[config.mk]
export PLATFORM = sky130hd
export DESIGN_NAME = uart_rx_fifo
export DESIGN_NICKNAME = d
export VERILOG_FILES = /design/src/rtl/uart_rx_fifo.sv
export SDC_FILE = /design/constraint.sdc
export NUM_CORES = 1
export LEC_CHECK = 0
export ABC_AREA = 1
export CORE_ASPECT_RATIO = 0.6
export CORE_MARGIN = 1.5
export CORE_UTILIZATION = 61
export DETAILED_ROUTE_END_ITERATION = 10
export PLACE_DENSITY = 0.83
export SETUP_SLACK_MARGIN = 0.15
export SLEW_MARGIN = 20
export SYNTH_ARGS = -nofsm -noshare
export SYNTH_HDL_FRONTEND = slang
export SYNTH_SLANG_ARGS = --single-unit
[constraint.sdc]
create_clock -name clk -period 3.5 [get_ports clk]
set_input_delay 0.525 -clock clk [delete_from_list [all_inputs] [get_ports clk]]
set_output_delay 0.525 -clock clk [all_outputs]
set_load 0.01 [all_outputs]
[src/rtl/uart_rx_fifo.sv]
// Receive-side byte FIFO behind a UART core: first-word fall-through read, sticky overflow,
// level-threshold interrupt, and an idle-timeout interrupt compiled in with UART_RX_FIFO_TIMEOUT_EN.
module uart_rx_fifo #(
    parameter  int DEPTH = 16,
    localparam int AW    = $clog2(DEPTH)
) (
    input  logic          clk,
    input  logic          rst_b,
    input  logic          rx_valid,
    input  logic [7:0]    rx_data,
    input  logic          rd_en,
    output logic [7:0]    rd_data,
    output logic          rd_valid,
    output logic [AW:0]   level,
    output logic          full,
    input  logic          flush,
    input  logic [AW:0]   cfg_thresh,
    input  logic [15:0]   cfg_timeout,
    input  logic          ovf_clr,
    output logic          thresh_irq,
    output logic          overflow,
    output logic          timeout_irq
);

    localparam logic [AW:0] PTR_ONE = (AW+1)'(1);

    logic [7:0]  mem [DEPTH];
    logic [AW:0] wptr_reg, rptr_reg, level_reg;
    logic [AW:0] wptr_next, rptr_next;
    logic        overflow_reg;
    logic        empty, push, pop, ovf_event;

    assign empty     = (wptr_reg == rptr_reg);
    assign full      = (wptr_reg[AW] != rptr_reg[AW]) && (wptr_reg[AW-1:0] == rptr_reg[AW-1:0]);
    assign rd_valid  = !empty;
    assign pop       = rd_en && rd_valid && !flush;
    assign push      = rx_valid && (!full || (rd_en && rd_valid)) && !flush;
    // A byte arriving during flush is discarded by the flush, not counted as an overflow.
    assign ovf_event = rx_valid && full && !(rd_en && rd_valid) && !flush;

    always_comb begin
        wptr_next = wptr_reg;
        rptr_next = rptr_reg;
        if (flush) begin
            wptr_next = '0;
            rptr_next = '0;
        end else begin
            if (push) wptr_next = wptr_reg + PTR_ONE;
            if (pop)  rptr_next = rptr_reg + PTR_ONE;
        end
    end

    always_ff @(posedge clk or negedge rst_b) begin
        if (!rst_b) begin
            wptr_reg     <= '0;
            rptr_reg     <= '0;
            level_reg    <= '0;
            overflow_reg <= 1'b0;
        end else begin
            wptr_reg  <= wptr_next;
            rptr_reg  <= rptr_next;
            level_reg <= wptr_next - rptr_next;
            if (ovf_event)
                overflow_reg <= 1'b1;
            else if (ovf_clr)
                overflow_reg <= 1'b0;
        end
    end

    always_ff @(posedge clk) begin
        if (push)
            mem[wptr_reg[AW-1:0]] <= rx_data;
    end

    assign rd_data    = mem[rptr_reg[AW-1:0]];
    assign level      = level_reg;
    assign overflow   = overflow_reg;
    assign thresh_irq = (cfg_thresh != '0) && (level_reg >= cfg_thresh);

`ifdef UART_RX_FIFO_TIMEOUT_EN
    logic [15:0] idle_cnt_reg;
    logic        timeout_reg;

    always_ff @(posedge clk or negedge rst_b) begin
        if (!rst_b) begin
            idle_cnt_reg <= '0;
            timeout_reg  <= 1'b0;
        end else begin
            if (push || pop || flush || empty)
                idle_cnt_reg <= '0;
            else if (idle_cnt_reg != 16'hFFFF)
                idle_cnt_reg <= idle_cnt_reg + 16'd1;

            // Draining or flushing services the timeout, so clear beats set.
            if (pop || flush)
                timeout_reg <= 1'b0;
            else if ((cfg_timeout != 16'd0) && (idle_cnt_reg == cfg_timeout) && !empty)
                timeout_reg <= 1'b1;
        end
    end

    assign timeout_irq = timeout_reg;
`else
    logic unused_cfg_timeout;
    assign unused_cfg_timeout = ^cfg_timeout;
    assign timeout_irq        = 1'b0;
`endif

endmodule

Word-level counts from Yosys, hierarchy flattened
Memories as Yosys holds them, arrays and structs flattened.
Cells that the tools add are included.
- bits in registers: 16
- bits in writable memories: 128
- input bits: 35
- word-level logic and storage cells: 36
- memories kept: 1
- memories (name ; words ; width ; read ports ; clocked after Yosys merged registers in ; wr ports ; RTL line ; RTL):
    mem ; 16 ; 8 ; 1 ; 0 ; 1 ; 27 ; logic [7:0] mem [DEPTH];
- $add $sub $neg: 3
- $lt $le $gt $ge: 1
- equality and inequality tests: 3
- muxes and demuxes: 8
- reductions and logical operators: 16
- operators by type and width (cell ; number):
    5-bit 2-to-1 mux ; 4
    5-bit by 1-bit adder with 5-bit output (second input constant) ; 2
    1-bit logical AND ; 9
    5-bit == test ; 1
    5-bit >= comparator ; 1
    5-bit nonzero test ; 1
    5-bit subtractor ; 1
    4-bit == test ; 1
    1-bit logical NOT ; 4
    1-bit 2-to-1 mux ; 4
    2-bit nonzero test ; 1
    1-bit logical OR ; 1
    1-bit inequality test ; 1

Logic depth before layout (Yosys ltp)
- depth in word-level cells: 9
- depth in mapped cells: 19
- mapped depth without buffers: 18

Worst setup path after synthesis
Ideal clock, no wire load.
- path kind: reg-to-reg
- start: register rptr_reg[1]
- end: register level_reg[4] (netlist: level[4])
- setup time: 0.117 ns
- data arrival time: 2.134 ns
- data required time: 3.383 ns
- slack: 1.249 ns
- stages on the path, launching flop included: 16
- clock period less this slack: 2.251 ns
- cells stage by stage: dfrtp_1 > buf_4 > nand2_1 > nand2_2 > nor2_4 > nand4_2 > nand2_2 > inv_1 > nand2_1 > o21ai_2 > ha_1 > fa_1 > inv_1 > a31oi_1 > nand3_1 > nand2_1
- cells in the longest elaborated chain, start to end: 9
- ends and longest elaborated chain (what ; RTL line ; RTL):
    start: declaration ; 28 ; logic [AW:0] wptr_reg, rptr_reg, level_reg;
    start signal: assignment ; 61 ; rptr_reg <= rptr_next;
    5-bit == test / 4-bit == test (equally long branches) ; 33, 34 ;
    1-bit logical NOT / 1-bit logical AND (equally long branches) ; 35, 34 ;
    1-bit logical AND / 1-bit logical NOT (equally long branches) ; 36, 37 ;
    1-bit logical OR ; 37 ; assign push = rx_valid && (!full || (rd_en && rd_valid)) && !flush;
    1-bit logical AND (2 in series) ; 37 ;
    5-bit 2-to-1 mux ; 48 ; if (push) wptr_next = wptr_reg + PTR_ONE;
    5-bit 2-to-1 mux ; 44 ; if (flush) begin
    5-bit subtractor (*) ; 62 ; level_reg <= wptr_next - rptr_next;
    end signal: assignment ; 62 ;
    end: declaration ; 28 ;
Mark *: on every way between the ends. The rest lies on a longest branch, timed or not.
A chain may end at the register's enable or synchronous reset.

Final worst setup path
- start: register rptr_reg[0]
- end: output rd_data[2]
- cells in the longest elaborated chain, start to end: 1
- ends and longest elaborated chain (what ; RTL line ; RTL):
    memory read 16 x 8 bit ; -- ;
    end: declaration ; 12 ; output logic [7:0] rd_data,
Every way passes these cells.

==> impl_metrics.yaml <==
critical_path:
  critPathBufInv: 3
  crit_arrival_ps: 2700
  worst_ep_required_time_ps: 2970
  slowest_stage: "clkdlybuf4s50_1"
  worstSetupEndpointType: "output port"
  critPathKind: "flop to output port"
  cp_cell_sequence: "inv_2 -> buf_12 -> o21ai_0 -> o221ai_1 -> o211ai_1 -> nand3_1 -> clkdlybuf4s50_1"
  cp-start-kind: "flop"
  cp_top_family: "buffers and inverters"
  crit_fanout: 44
  slowest_delay_ps: 540
sta:
  period_share_pct: 92.19
  fmax_mhz: 309.9
  slew_violations: 0
  final-setup-viol-count: 0
  tightest_slew_ps: 819.1
  hold_violations: 0
  layout_setup_ws_ps: 273.3
  rsz0062_at_grt: "false"
  slew_headroom_pct: 45.19
  fin_skew_ps: 8.426
  period_needed_ps: 3227
  tns_ps: 0
route:
  via_count: 4382
  post_drt_wl_per_cell_um: 20.33
  ant_nets: 0
  dr.first_iter.drc_count: 574
  post-route-drc-count: 0
  drt_pass1_iterations: 6
  drt-total-wl_um: 14600
  avgViaCountPerCell: 6.103
cells_and_area:
  largest_reg_flops: 128
  antennaDiodeCount: 0
  multi_input_area_um2: 1714
  drive_gt1_share_pct: 12.01
  design_area_um2: 7373
  ff_latch_area_um2: 4245
  fillCellCount: 631
  areaGrowthSynthToFinish_pct: 18.38
  fin_util_pct: 74.63
  nets: 620
floorplanning:
  dieArea_um2: 10850
  core_area_um2: 9879
  die_height_um: 81.27
  io_pins: 53
  dieWidth_um: 133.5
  std_cell_rows: 28
  start_util_pct: 63.04
cts:
  clk_latency_ps: 420
  numClockSinks: 144
  tritoncts: "done"
  cts_buffer_depth: 2
  cts_buffers: 17
  clk_pin_slew_worst_paths_ps: 60
  htreeDepth: 4
  root_buffer: "clkbuf_16"
status:
  status: "finished clean"
place:
  place_ws_ps: 505.2
  portBuffers: 35
  gp_congestion: 0.8503
  dpl_cell_area_um2: 6766
  dp_hpwl_um: 9061
synth:
  ys_seq_area_share_pct: 68.14
  syn-cell-area_um2: 6228
  synth_commonest_cells: "128 x edfxtp_1, 87 x nor2_1, 69 x o21ai_0"
  yosysMostFrequentCell: "edfxtp_1"
  synthArstFlopShare_pct: 11.11
  yosys.area.top_type: "edfxtp_1"
  synth.distinct_cells: 37
  synth_top_area_share_pct: 61.71
  ys_ff_latch: 144
  syn_avg_cell_area_um2: 11.86
  ys.flop_type: "edfxtp_1"
  synth_nets: 575
  synth_edf_count: 128
  netlist_instances: 525
  synth_area_leaders: "edfxtp_1 62%, dfrtp_1 6.4%, o21ai_0 5.5%, nor2_1 5.2%, nand2_1 3.1%"
  yosysWarnings: 0
global_route:
  grt_pass1_vias: 4025
  grt.total_usage_pct: 28.69
  antenna_found_initial: 0
  grt_overflow: 0
  grt_max_degree: 69
  grt_pass1_wl_um: 22180
power_and_ir_drop:
  peakVddDrop_uv: 433.3
  p_total_w: 0.004342
  leakage_nw: 2.705
  powerDensity_nw_per_um2: 588.9
min_path:
  hold_path.class: "flop to flop"
run:
  maxCapViolCount: 0
## per-layer routing
layer | global-route usage [%] | routed length (um) | up-vias
met4 | 9.891 | 232 | 0
met1 | 40.85 | 6026 | 2122
met2 | 43.89 | 6704 | 259
met3 | 7.116 | 1633 | 30
met5 | 0 | 0 | -
li1 | - | - | 1971
## cell families after synthesis
| logic type | synth area share [%] |
|---|---|
| DFF | 68.14 |
| buffers and inverters | 4.339 |
| other | 0.06021 |
| AOI/OAI and AO/OA | 11.33 |
| and+or+nand+nor | 12.29 |
| xor gates and xnor gates | 0.7032 |
| adders and majority gates | 3.134 |
## stage by stage
stage / hold slack (ps) / std cells
after floorplan: 229.4 / 525
after global placement: 510.7 / 686
after detailed placement: 548.2 / 686
after CTS: 543.2 / 718
after global routing: 568.3 / 718
final: 543.3 / 718
## cells in the final DEF (no fill, tap or decap), types with 2 or more instances in the layout
cell             instances
buf_12                   2
dfrtp_1                 15
xor2_1                   3
clkdlybuf4s50_1         35
o211ai_1                 5
xnor2_1                  2
o21ai_0                 69
nand3_2                  3
clkbuf_16               17
a21oi_1                  8
o21ai_2                  2
clkinvlp_4               4
nor2_4                   2
bufinv_16                4
nor2_1                  87
edfxtp_1               128
nand3_1                 18
o22ai_1                 21
clkbuf_1                 3
nand2_2                  8
ha_1                    14
nand2_1                 52
a21o_1                   2
inv_2                    9
inv_1                   25
buf_4                   14
o221ai_1                11
clkinv_1                 5
nand4_1                  3
## path summary, 6_finish.rpt
check	start	endpoint	slack, ps	depth (start not counted)
max reg2reg	rptr_reg[0]	level[4]	520	15
max	rptr_reg[0]	rd_data[2]	270	7
min	overflow	overflow	540	2
min in group asynchronous	rst_b	overflow	550	1
max in group asynchronous	rst_b	rptr_reg[0]	2430	1
min reg2reg	overflow	overflow	540	2
## cell type report
cell class / instances / area share (%)
Tap cell: 135 / 2.291
Multi-Input combinational cell: 319 / 23.25
Timing Repair Buffer: 52 / 6.873
Clock inverter: 12 / 2.257
Clock buffer: 20 / 5.922
Inverter: 36 / 1.833
Sequential cell: 144 / 57.58
## what timing repair did
item | in CTS | in global routing
hold buffers | 0 | 0
setup endpoints to repair | 0 | 4
hold endpoints to repair | 0 | 0
resized for setup | 0 | 1
buffers inserted | 0 | 0
## tightest hold or removal path: cells and delay by family, from the launching register on
| kind | cells | cell delay, ps |
|---|---|---|
| buf+inv | 1 | 60 |
| compound gates | 1 | 60 |
| flops | 1 | 380 |
## where the power goes
part | internal, W | leakage (nW) | total [W] | switching (W)
sequential | 0.00191 | 1.36 | 0.00193 | 0.0000200
combinational | 0.000216 | 1.06 | 0.000552 | 0.000336
clock | 0.00118 | 0.279 | 0.00186 | 0.000680
total | 0.00331 | 2.70 | 0.00434 | 0.00104
No activity file was read; power rests on OpenSTA's default activity.
